**config.mk**
```make
export PLATFORM = sky130hd
export DESIGN_NAME = bank_cmd_issuer_flat
export DESIGN_NICKNAME = d
export VERILOG_FILES = /design/src/rtl/bank_cmd_issuer_pkg.sv /design/src/rtl/bank_cmd_issuer_if.sv /design/src/rtl/bank_cmd_issuer_refi_timer.sv /design/src/rtl/bank_cmd_issuer.sv /design/src/flat_wrapper.sv
export SDC_FILE = /design/constraint.sdc
export NUM_CORES = 1
export LEC_CHECK = 0
export CAP_MARGIN = 10
export CORE_ASPECT_RATIO = 1.1
export CORE_UTILIZATION = 50
export CTS_CLUSTER_DIAMETER = 50
export DETAILED_ROUTE_END_ITERATION = 12
export GPL_ROUTABILITY_DRIVEN = 1
export MAX_ROUTING_LAYER = met4
export PLACE_DENSITY = 0.74
export RECOVER_POWER = 100
export SLEW_MARGIN = 40
export SYNTH_ARGS = -nofsm -noshare
export SYNTH_HDL_FRONTEND = slang
export SYNTH_SLANG_ARGS = --single-unit
```
**constraint.sdc**
```tcl
create_clock -name clk -period 5.8 [get_ports clk]
set_clock_uncertainty 0.15 [all_clocks]
set_input_delay 0.58 -clock clk [delete_from_list [all_inputs] [get_ports clk]]
set_output_delay 0.58 -clock clk [all_outputs]
set_load 0.005 [all_outputs]
```
**src/rtl/bank_cmd_issuer_pkg.sv**
```systemverilog
// rtl/bank_cmd_issuer_pkg.sv - shared command/state types and default DRAM timing
//
// Purpose: command and bank-state enumerations plus the default timing values
//          shared between the command issuer and the bank timing model.
// Ports:   none (package).
package bank_cmd_issuer_pkg;

  localparam int T_CL_DEF   = 17;
  localparam int T_RCD_DEF  = 17;
  localparam int T_RP_DEF   = 17;
  localparam int T_RFC_DEF  = 34;
  localparam int BL_DEF     = 8;
  localparam int T_REFI_DEF = 7800;
  localparam int ROW_W_DEF  = 16;
  localparam int COL_W_DEF  = 10;

  typedef enum logic [2:0] {NOP, ACT, RD, WR, PR, REF} cmd_e;

  typedef enum logic [2:0] {
    S_IDLE,
    S_ACT_WAIT,
    S_OPEN,
    S_CAS_WAIT,
    S_BURST,
    S_PRE_WAIT,
    S_REF_WAIT
  } state_e;

  // Column command for a request direction.
  function automatic cmd_e cas_cmd(input logic we);
    return we ? WR : RD;
  endfunction

endpackage

```
**src/rtl/bank_cmd_issuer_if.sv**
```systemverilog
// rtl/bank_cmd_issuer_if.sv - host request port and DRAM command bus of one bank
//
// Purpose: groups the valid/ready request port and the command/data-enable outputs.
// Ports:   req_valid/req_ready/req_we/req_row/req_col (request side),
//          cmd_act/cmd_rd/cmd_wr/cmd_pr/cmd_ref/cmd_row/cmd_col/data_en (command side).
//          master = host/requester view, slave = command issuer view.
interface bank_cmd_issuer_if #(
  parameter int ROW_W = 16,
  parameter int COL_W = 10
);
  logic             req_valid;
  logic             req_ready;
  logic             req_we;
  logic [ROW_W-1:0] req_row;
  logic [COL_W-1:0] req_col;
  logic             cmd_act;
  logic             cmd_rd;
  logic             cmd_wr;
  logic             cmd_pr;
  logic             cmd_ref;
  logic [ROW_W-1:0] cmd_row;
  logic [COL_W-1:0] cmd_col;
  logic             data_en;

  modport master (
    output req_valid, req_we, req_row, req_col,
    input  req_ready, cmd_act, cmd_rd, cmd_wr, cmd_pr, cmd_ref, cmd_row, cmd_col, data_en
  );

  modport slave (
    input  req_valid, req_we, req_row, req_col,
    output req_ready, cmd_act, cmd_rd, cmd_wr, cmd_pr, cmd_ref, cmd_row, cmd_col, data_en
  );
endinterface

```
**src/rtl/bank_cmd_issuer_refi_timer.sv**
```systemverilog
// rtl/bank_cmd_issuer_refi_timer.sv - refresh interval down-counter
//
// Purpose: counts down from T_REFI, saturating at zero; ref_due while at zero.
// Ports:   clk, rst (sync, active-high), reload (load T_REFI, same edge as REF issue),
//          ref_due (out).
module bank_cmd_issuer_refi_timer #(
  parameter int T_REFI = 7800
) (
  input  logic clk,
  input  logic rst,
  input  logic reload,
  output logic ref_due
);

  logic [15:0] count;

  always_ff @(posedge clk) begin
    if (rst || reload) begin
      count <= 16'(T_REFI);
    end else if (count != 16'd0) begin
      count <= count - 16'd1;
    end
  end

  assign ref_due = (count == 16'd0);

endmodule

```
**src/rtl/bank_cmd_issuer.sv**
```systemverilog
// rtl/bank_cmd_issuer.sv - open-page ACT/RD/WR/PR/REF issuer for one DRAM bank
//
// Purpose: accepts read/write requests and issues registered single-cycle command
//          pulses honouring tRCD, tCL, tRP, tRFC, burst length and periodic refresh.
// Ports:   clk, rst (sync, active-high), bus (slave modport: request port in,
//          command pulses, cmd_row/cmd_col and data_en out).
module bank_cmd_issuer
  import bank_cmd_issuer_pkg::*;
#(
  parameter int T_CL   = T_CL_DEF,
  parameter int T_RCD  = T_RCD_DEF,
  parameter int T_RP   = T_RP_DEF,
  parameter int T_RFC  = T_RFC_DEF,
  parameter int BL     = BL_DEF,
  parameter int T_REFI = T_REFI_DEF,
  parameter int ROW_W  = ROW_W_DEF,
  parameter int COL_W  = COL_W_DEF
) (
  input logic           clk,
  input logic           rst,
  bank_cmd_issuer_if.slave bus
);

  if (T_CL < 1 || T_CL > 255 || T_RCD < 1 || T_RCD > 255 || T_RP < 1 || T_RP > 255 ||
      T_RFC < 1 || T_RFC > 255 || BL < 1 || BL > 255 || T_REFI < 1 || T_REFI > 65535)
  begin : g_bad_timing
    $error("bank_cmd_issuer: timing parameter out of range");
  end

  state_e           state_q, state_d;
  logic [7:0]       tmr_q, tmr_d;
  logic             pend_q, pend_d;
  logic             pend_we_q, pend_we_d;
  logic [ROW_W-1:0] pend_row_q, pend_row_d;
  logic [COL_W-1:0] pend_col_q, pend_col_d;
  logic [ROW_W-1:0] open_row_q, open_row_d;
  logic [ROW_W-1:0] cmd_row_q, cmd_row_d;
  logic [COL_W-1:0] cmd_col_q, cmd_col_d;
  logic             act_q, rd_q, wr_q, pr_q, ref_q, data_en_q;
  cmd_e             next_cmd;
  logic             ref_due;
  logic             req_ready;
  logic             accept;

  bank_cmd_issuer_refi_timer #(.T_REFI(T_REFI)) u_refi (
    .clk     (clk),
    .rst     (rst),
    .reload  (next_cmd == REF),
    .ref_due (ref_due)
  );

  // Refresh has priority over a waiting request; rst gates ready in the reset cycle.
  assign req_ready = !rst && (state_q == S_IDLE || state_q == S_OPEN) && !ref_due && !pend_q;
  assign accept    = bus.req_valid && req_ready;

  // Timer loads are "cycles - 1": a state holding N cycles leaves when tmr_q reaches 0,
  // so the command decided in that cycle appears exactly N cycles after the previous one.
  always_comb begin
    state_d    = state_q;
    tmr_d      = tmr_q;
    pend_d     = pend_q;
    pend_we_d  = pend_we_q;
    pend_row_d = pend_row_q;
    pend_col_d = pend_col_q;
    open_row_d = open_row_q;
    cmd_row_d  = cmd_row_q;
    cmd_col_d  = cmd_col_q;
    next_cmd   = NOP;

    case (state_q)
      S_IDLE: begin
        if (ref_due) begin
          next_cmd = REF;
          state_d  = S_REF_WAIT;
          tmr_d    = 8'(T_RFC - 1);
        end else if (accept) begin
          next_cmd   = ACT;
          cmd_row_d  = bus.req_row;
          open_row_d = bus.req_row;
          pend_d     = 1'b1;
          pend_we_d  = bus.req_we;
          pend_row_d = bus.req_row;
          pend_col_d = bus.req_col;
          state_d    = S_ACT_WAIT;
          tmr_d      = 8'(T_RCD - 1);
        end
      end
      S_OPEN: begin
        if (ref_due) begin
          // No pend: PRE_WAIT will follow with REF instead of ACT.
          next_cmd = PR;
          state_d  = S_PRE_WAIT;
          tmr_d    = 8'(T_RP - 1);
        end else if (accept) begin
          if (bus.req_row == open_row_q) begin
            next_cmd  = cas_cmd(bus.req_we);
            cmd_col_d = bus.req_col;
            state_d   = S_CAS_WAIT;
            tmr_d     = 8'(T_CL - 1);
          end else begin
            next_cmd   = PR;
            pend_d     = 1'b1;
            pend_we_d  = bus.req_we;
            pend_row_d = bus.req_row;
            pend_col_d = bus.req_col;
            state_d    = S_PRE_WAIT;
            tmr_d      = 8'(T_RP - 1);
          end
        end
      end
      S_ACT_WAIT: begin
        if (tmr_q == 8'd0) begin
          next_cmd  = cas_cmd(pend_we_q);
          cmd_col_d = pend_col_q;
          pend_d    = 1'b0;
          state_d   = S_CAS_WAIT;
          tmr_d     = 8'(T_CL - 1);
        end else begin
          tmr_d = tmr_q - 8'd1;
        end
      end
      S_CAS_WAIT: begin
        if (tmr_q == 8'd0) begin
          state_d = S_BURST;
          tmr_d   = 8'(BL - 1);
        end else begin
          tmr_d = tmr_q - 8'd1;
        end
      end
      S_BURST: begin
        if (tmr_q == 8'd0) begin
          state_d = S_OPEN;
        end else begin
          tmr_d = tmr_q - 8'd1;
        end
      end
      S_PRE_WAIT: begin
        if (tmr_q == 8'd0) begin
          if (pend_q) begin
            next_cmd   = ACT;
            cmd_row_d  = pend_row_q;
            open_row_d = pend_row_q;
            state_d    = S_ACT_WAIT;
            tmr_d      = 8'(T_RCD - 1);
          end else begin
            next_cmd = REF;
            state_d  = S_REF_WAIT;
            tmr_d    = 8'(T_RFC - 1);
          end
        end else begin
          tmr_d = tmr_q - 8'd1;
        end
      end
      S_REF_WAIT: begin
        if (tmr_q == 8'd0) begin
          state_d = S_IDLE;
        end else begin
          tmr_d = tmr_q - 8'd1;
        end
      end
      default: state_d = S_IDLE;
    endcase
  end

  always_ff @(posedge clk) begin
    if (rst) begin
      state_q    <= S_IDLE;
      tmr_q      <= 8'd0;
      pend_q     <= 1'b0;
      pend_we_q  <= 1'b0;
      pend_row_q <= '0;
      pend_col_q <= '0;
      open_row_q <= '0;
      cmd_row_q  <= '0;
      cmd_col_q  <= '0;
      act_q      <= 1'b0;
      rd_q       <= 1'b0;
      wr_q       <= 1'b0;
      pr_q       <= 1'b0;
      ref_q      <= 1'b0;
      data_en_q  <= 1'b0;
    end else begin
      state_q    <= state_d;
      tmr_q      <= tmr_d;
      pend_q     <= pend_d;
      pend_we_q  <= pend_we_d;
      pend_row_q <= pend_row_d;
      pend_col_q <= pend_col_d;
      open_row_q <= open_row_d;
      cmd_row_q  <= cmd_row_d;
      cmd_col_q  <= cmd_col_d;
      act_q      <= (next_cmd == ACT);
      rd_q       <= (next_cmd == RD);
      wr_q       <= (next_cmd == WR);
      pr_q       <= (next_cmd == PR);
      ref_q      <= (next_cmd == REF);
      data_en_q  <= (state_d == S_BURST);
    end
  end

  assign bus.req_ready = req_ready;
  assign bus.cmd_act   = act_q;
  assign bus.cmd_rd    = rd_q;
  assign bus.cmd_wr    = wr_q;
  assign bus.cmd_pr    = pr_q;
  assign bus.cmd_ref   = ref_q;
  assign bus.cmd_row   = cmd_row_q;
  assign bus.cmd_col   = cmd_col_q;
  assign bus.data_en   = data_en_q;

endmodule

```
**src/flat_wrapper.sv**
```systemverilog
// flat-port wrapper written by rule: the top's interface ports become plain ports
module bank_cmd_issuer_flat import bank_cmd_issuer_pkg::*;
#(
  parameter int T_CL   = T_CL_DEF,
  parameter int T_RCD  = T_RCD_DEF,
  parameter int T_RP   = T_RP_DEF,
  parameter int T_RFC  = T_RFC_DEF,
  parameter int BL     = BL_DEF,
  parameter int T_REFI = T_REFI_DEF,
  parameter int ROW_W  = ROW_W_DEF,
  parameter int COL_W  = COL_W_DEF
)
  (clk, rst, bus_req_valid, bus_req_we, bus_req_row, bus_req_col, bus_req_ready, bus_cmd_act, bus_cmd_rd, bus_cmd_wr, bus_cmd_pr, bus_cmd_ref, bus_cmd_row, bus_cmd_col, bus_data_en);
  bank_cmd_issuer_if #(.ROW_W(ROW_W), .COL_W(COL_W)) bus_i ();
  input logic clk;
  input logic rst;
  input wire logic [$bits(bus_i.req_valid)-1:0] bus_req_valid;
  input wire logic [$bits(bus_i.req_we)-1:0] bus_req_we;
  input wire logic [$bits(bus_i.req_row)-1:0] bus_req_row;
  input wire logic [$bits(bus_i.req_col)-1:0] bus_req_col;
  output wire logic [$bits(bus_i.req_ready)-1:0] bus_req_ready;
  output wire logic [$bits(bus_i.cmd_act)-1:0] bus_cmd_act;
  output wire logic [$bits(bus_i.cmd_rd)-1:0] bus_cmd_rd;
  output wire logic [$bits(bus_i.cmd_wr)-1:0] bus_cmd_wr;
  output wire logic [$bits(bus_i.cmd_pr)-1:0] bus_cmd_pr;
  output wire logic [$bits(bus_i.cmd_ref)-1:0] bus_cmd_ref;
  output wire logic [$bits(bus_i.cmd_row)-1:0] bus_cmd_row;
  output wire logic [$bits(bus_i.cmd_col)-1:0] bus_cmd_col;
  output wire logic [$bits(bus_i.data_en)-1:0] bus_data_en;
  assign bus_i.req_valid = bus_req_valid;
  assign bus_i.req_we = bus_req_we;
  assign bus_i.req_row = bus_req_row;
  assign bus_i.req_col = bus_req_col;
  assign bus_req_ready = bus_i.req_ready;
  assign bus_cmd_act = bus_i.cmd_act;
  assign bus_cmd_rd = bus_i.cmd_rd;
  assign bus_cmd_wr = bus_i.cmd_wr;
  assign bus_cmd_pr = bus_i.cmd_pr;
  assign bus_cmd_ref = bus_i.cmd_ref;
  assign bus_cmd_row = bus_i.cmd_row;
  assign bus_cmd_col = bus_i.cmd_col;
  assign bus_data_en = bus_i.data_en;
  bank_cmd_issuer #(.T_CL(T_CL), .T_RCD(T_RCD), .T_RP(T_RP), .T_RFC(T_RFC), .BL(BL), .T_REFI(T_REFI), .ROW_W(ROW_W), .COL_W(COL_W)) u_core (.clk(clk), .rst(rst), .bus(bus_i));
endmodule
```
==> impl_summary.log <==
[metrics] Antenna diodes: 0
[metrics] maximum number of pins on one net before global-route repair: 71
[metrics] number of nets in the layout: 581
[metrics] number of cells on the worst reg-to-reg path: 7
[metrics] Critical Path AT: 3.94 ns
[metrics] Post-CTS Setup Bufs: 0
[metrics] hold slack: 0.306 ns
[metrics] element type at the critical path start: primary input
[metrics] Worst-path clk slew: 0.08 ns
[metrics] Design Power: 2.13 mW
[metrics] final RePlAce weighted congestion: 0.798
[metrics] router iterations before antenna repair: 4
[metrics] min setup slack post-route: 1.92 ns
[metrics] cells resized by post-CTS repair: 0
[metrics] number of sinks on the clock net: 87
[metrics] type of the worst setup path: primary input to register
[metrics] clock period minus worst slack: 3.88 ns
[metrics] I/O pin count: 63
[metrics] fraction of registers with async set/reset: 0%
[metrics] height of the chip: 99.6 um
[metrics] average wire per standard cell: 14.8 um
[metrics] dpl hpwl: 6.57 mm
[metrics] number of storage elements in the synthesis netlist: 87
[metrics] reported max-cap violation count: 1
[metrics] largest voltage drop on the vdd net: 216 uV
[metrics] final-layout fill cell count: 786
[metrics] number of buffers on the longest clock path: 2
[metrics] number of DRC markers in iteration 0: 218
[metrics] antenna violations before repair: 0
[metrics] post-synthesis instance area: 4330 um^2
[metrics] standard-cell row count: 35
[metrics] worst rel slew slack: -6.46%
[metrics] portion of the post-synthesis area used by sequential elements: 40.2%
[metrics] required arrival time at the worst endpoint: 5.86 ns
[metrics] gate count after technology mapping: 500
[metrics] capture point of the worst path: u_core.pend_row_q[7]
[metrics] failing checks: max-capacitance violations, max-slew violations
[metrics] Detailed Route WL: 9.78 mm
[metrics] vias per std cell: 5.63
[metrics] growth of design area from synthesis to finish: 17.5%
[metrics] power per cell area: 420 nW/um^2
[metrics] static power due to leakage: 1.92 nW
[metrics] first-pass GRT wire length: 16.2 mm
[metrics] register-to-register setup slack: 2.10 ns
[metrics] final core utilization: 60.5%
[metrics] setup repair after global routing missed its margin: no
[metrics] transition time of the tightest slew-check pin: 1.60 ns
[metrics] remaining antenna violation count after routing: 0
[metrics] type of element capturing the critical path: register
[metrics] clock tree from TritonCTS: built
[metrics] total congestion overflow after global routing: 0
[metrics] total die area: 9030 um^2
[metrics] run status: finished, violations left
[metrics] average cell area after synthesis: 8.66 um^2
[metrics] Ys Warns: 0
[metrics] post-detailed-route DRC marker count: 0
[metrics] end of the worst register-to-register path: u_core.open_row_q[12]
[metrics] total clock buffers created by CTS: 9
[metrics] max-slew violation total from the final report: 33
[metrics] number of hold violations in the final report: 0
[metrics] number of global-route vias before repair: 3561
[metrics] placed cells: 647
[metrics] count of different cell masters after synthesis: 59
[metrics] final worst path period share: 66.9%
[metrics] largest fanout of any net on the critical path: 16
[metrics] width of the chip: 90.7 um
[metrics] fraction of layout cells with a size suffix above 1: 7.26%
[metrics] filler-free cell count of the finished design: 662
[metrics] H-tree Lvls: 3
[metrics] class of the most critical hold timing path: register to register
[metrics] vias after detailed routing: 3726
[metrics] nets in the synthesized netlist: 534
[metrics] finished layout cell area: 5090 um^2
[metrics] master cell of the clock root buffer: sky130_fd_sc_hd__clkbuf_8
[metrics] combined global-route utilization of all metal layers: 22.7%
[metrics] insertion delay of the later-clocked pin in the worst-skew pair: 0.36 ns
[metrics] Final TNS setup: 0 ns
[metrics] Post-synth EDFFs: 0
[metrics] Buffers on Ports: 62
[metrics] Most used DFF post-synth: sky130_fd_sc_hd__dfxtp_1
[metrics] placement-stage worst setup slack: 2.23 ns
[metrics] area of the core region: 8410 um^2
[metrics] dpl cell area: 4990 um^2
[metrics] initial cell density of the core: 51.5%
[metrics] highest clock rate: 258 MHz
[metrics] source of the critical timing path: bus_req_row[10]
[metrics] Setup violations, final: 0
[metrics] number of hold buffers added after CTS: 0
[metrics] Crit Reg-Reg Startpoint: u_core.tmr_q[4]
[per-layer routing]
metal  up-vias  part of all wire [%]  global-route usage (%)
met5         -                     0                       -
met4         0                   1.6                    9.43
met3        18                   4.0                    3.59
met2        92                    49                    38.2
met1      1760                    45                    27.0
li1       1856                     -                       -
[Yosys cell counts, drive strengths merged, types with 4 or more instances]
cell	instances	share of area, %
nand2b	4	0.58
buf	11	1.7
dfxtp	87	40
nor4	7	1.6
and3	6	0.87
a21oi	42	5.3
a211oi	29	6.6
nand4	9	1.3
nand2	81	7.0
nor3	11	1.5
o31ai	4	0.81
o21ai	10	1.2
clkbuf	20	1.7
xor2	8	1.6
mux2i	26	6.0
xnor2	25	5.1
nor2	60	5.2
nand3	9	1.0
ha	4	1.2
inv	5	0.43
[sequential cells by signal, summed over array words and instances (netlist names), 3 cells and up]
| signal | count |
|---|---|
| u_core.open_row_q | 16 |
| u_core.tmr_q | 8 |
| u_core.state_q | 3 |
| u_core.pend_row_q | 16 |
| u_core.bus.cmd_col | 10 |
| u_core.u_refi.count | 16 |
| u_core.pend_col_q | 10 |
[cells in the final DEF (no fill, tap or decap), types with 10 or more instances in the layout]
| cell | instances |
|---|---|
| sky130_fd_sc_hd__mux2i_1 | 26 |
| sky130_fd_sc_hd__a211oi_1 | 21 |
| sky130_fd_sc_hd__nor3_1 | 10 |
| sky130_fd_sc_hd__clkdlybuf4s50_1 | 27 |
| sky130_fd_sc_hd__dfxtp_1 | 85 |
| sky130_fd_sc_hd__nand2_1 | 81 |
| sky130_fd_sc_hd__xnor2_1 | 25 |
| sky130_fd_sc_hd__dlygate4sd3_1 | 34 |
| sky130_fd_sc_hd__a21oi_1 | 40 |
| sky130_fd_sc_hd__nor2_1 | 60 |
| sky130_fd_sc_hd__o21ai_0 | 10 |
[worst max-delay path, cell delays in order]
cell and delay [ns]:
sky130_fd_sc_hd__dlygate4sd3_1 0.59, sky130_fd_sc_hd__xnor2_1 0.14, sky130_fd_sc_hd__nand4_1 0.15, sky130_fd_sc_hd__nor4_1 1.10, sky130_fd_sc_hd__a21oi_1 0.63, sky130_fd_sc_hd__clkbuf_1 0.48, sky130_fd_sc_hd__nand2_1 0.19, sky130_fd_sc_hd__a21oi_1 0.07
[logic make-up (layout without fill, tap and decap cells)]
family	count (synthesis)	count (layout)	synth area share, %
adder cells (fa/ha/maj)	4	4	1.16
buffers and inverters	36	87	3.90
multiplexers	26	26	6.01
AND/OR/NAND/NOR	203	203	22.1
AO/OA/AOI/OAI	111	111	19.9
flip-flops	87	87	40.2
XOR/XNOR	33	33	6.68
[final cells by class]
cell class / count / area, um^2 / area share, %
Timing Repair Buffer: 67 / 646 / 12.7
Sequential cell: 87 / 1740 / 34.3
Multi-Input combinational cell: 377 / 2350 / 46.3
Clock inverter: 5 / 58.8 / 1.16
Clock buffer: 10 / 128 / 2.51
Tap cell: 111 / 139 / 2.73
Inverter: 5 / 18.8 / 0.369
[report_power, final]
group	leakage, nW	switching (mW)	internal, mW	total (mW)
clock	0.0888	0.216	0.198	0.414
combinational	1.12	0.532	0.371	0.903
sequential	0.710	0.111	0.706	0.818
[worst min-delay path by stage]
stage                               start               endpoint  slack [ns]  depth (start not counted)
global placement    u_core.pend_row_q[15]  u_core.pend_row_q[15]        0.29                          2
finish               u_core.pend_col_q[5]   u_core.pend_col_q[5]        0.31                          2
global route         u_core.pend_row_q[5]   u_core.pend_row_q[5]        0.32                          2
CTS                  u_core.pend_row_q[4]   u_core.pend_row_q[4]        0.31                          2
floorplan            u_core.pend_row_q[0]   u_core.pend_row_q[0]        0.29                          2
detailed placement  u_core.pend_row_q[10]  u_core.pend_row_q[10]        0.30                          2
(Power assumes the default switching activity.)
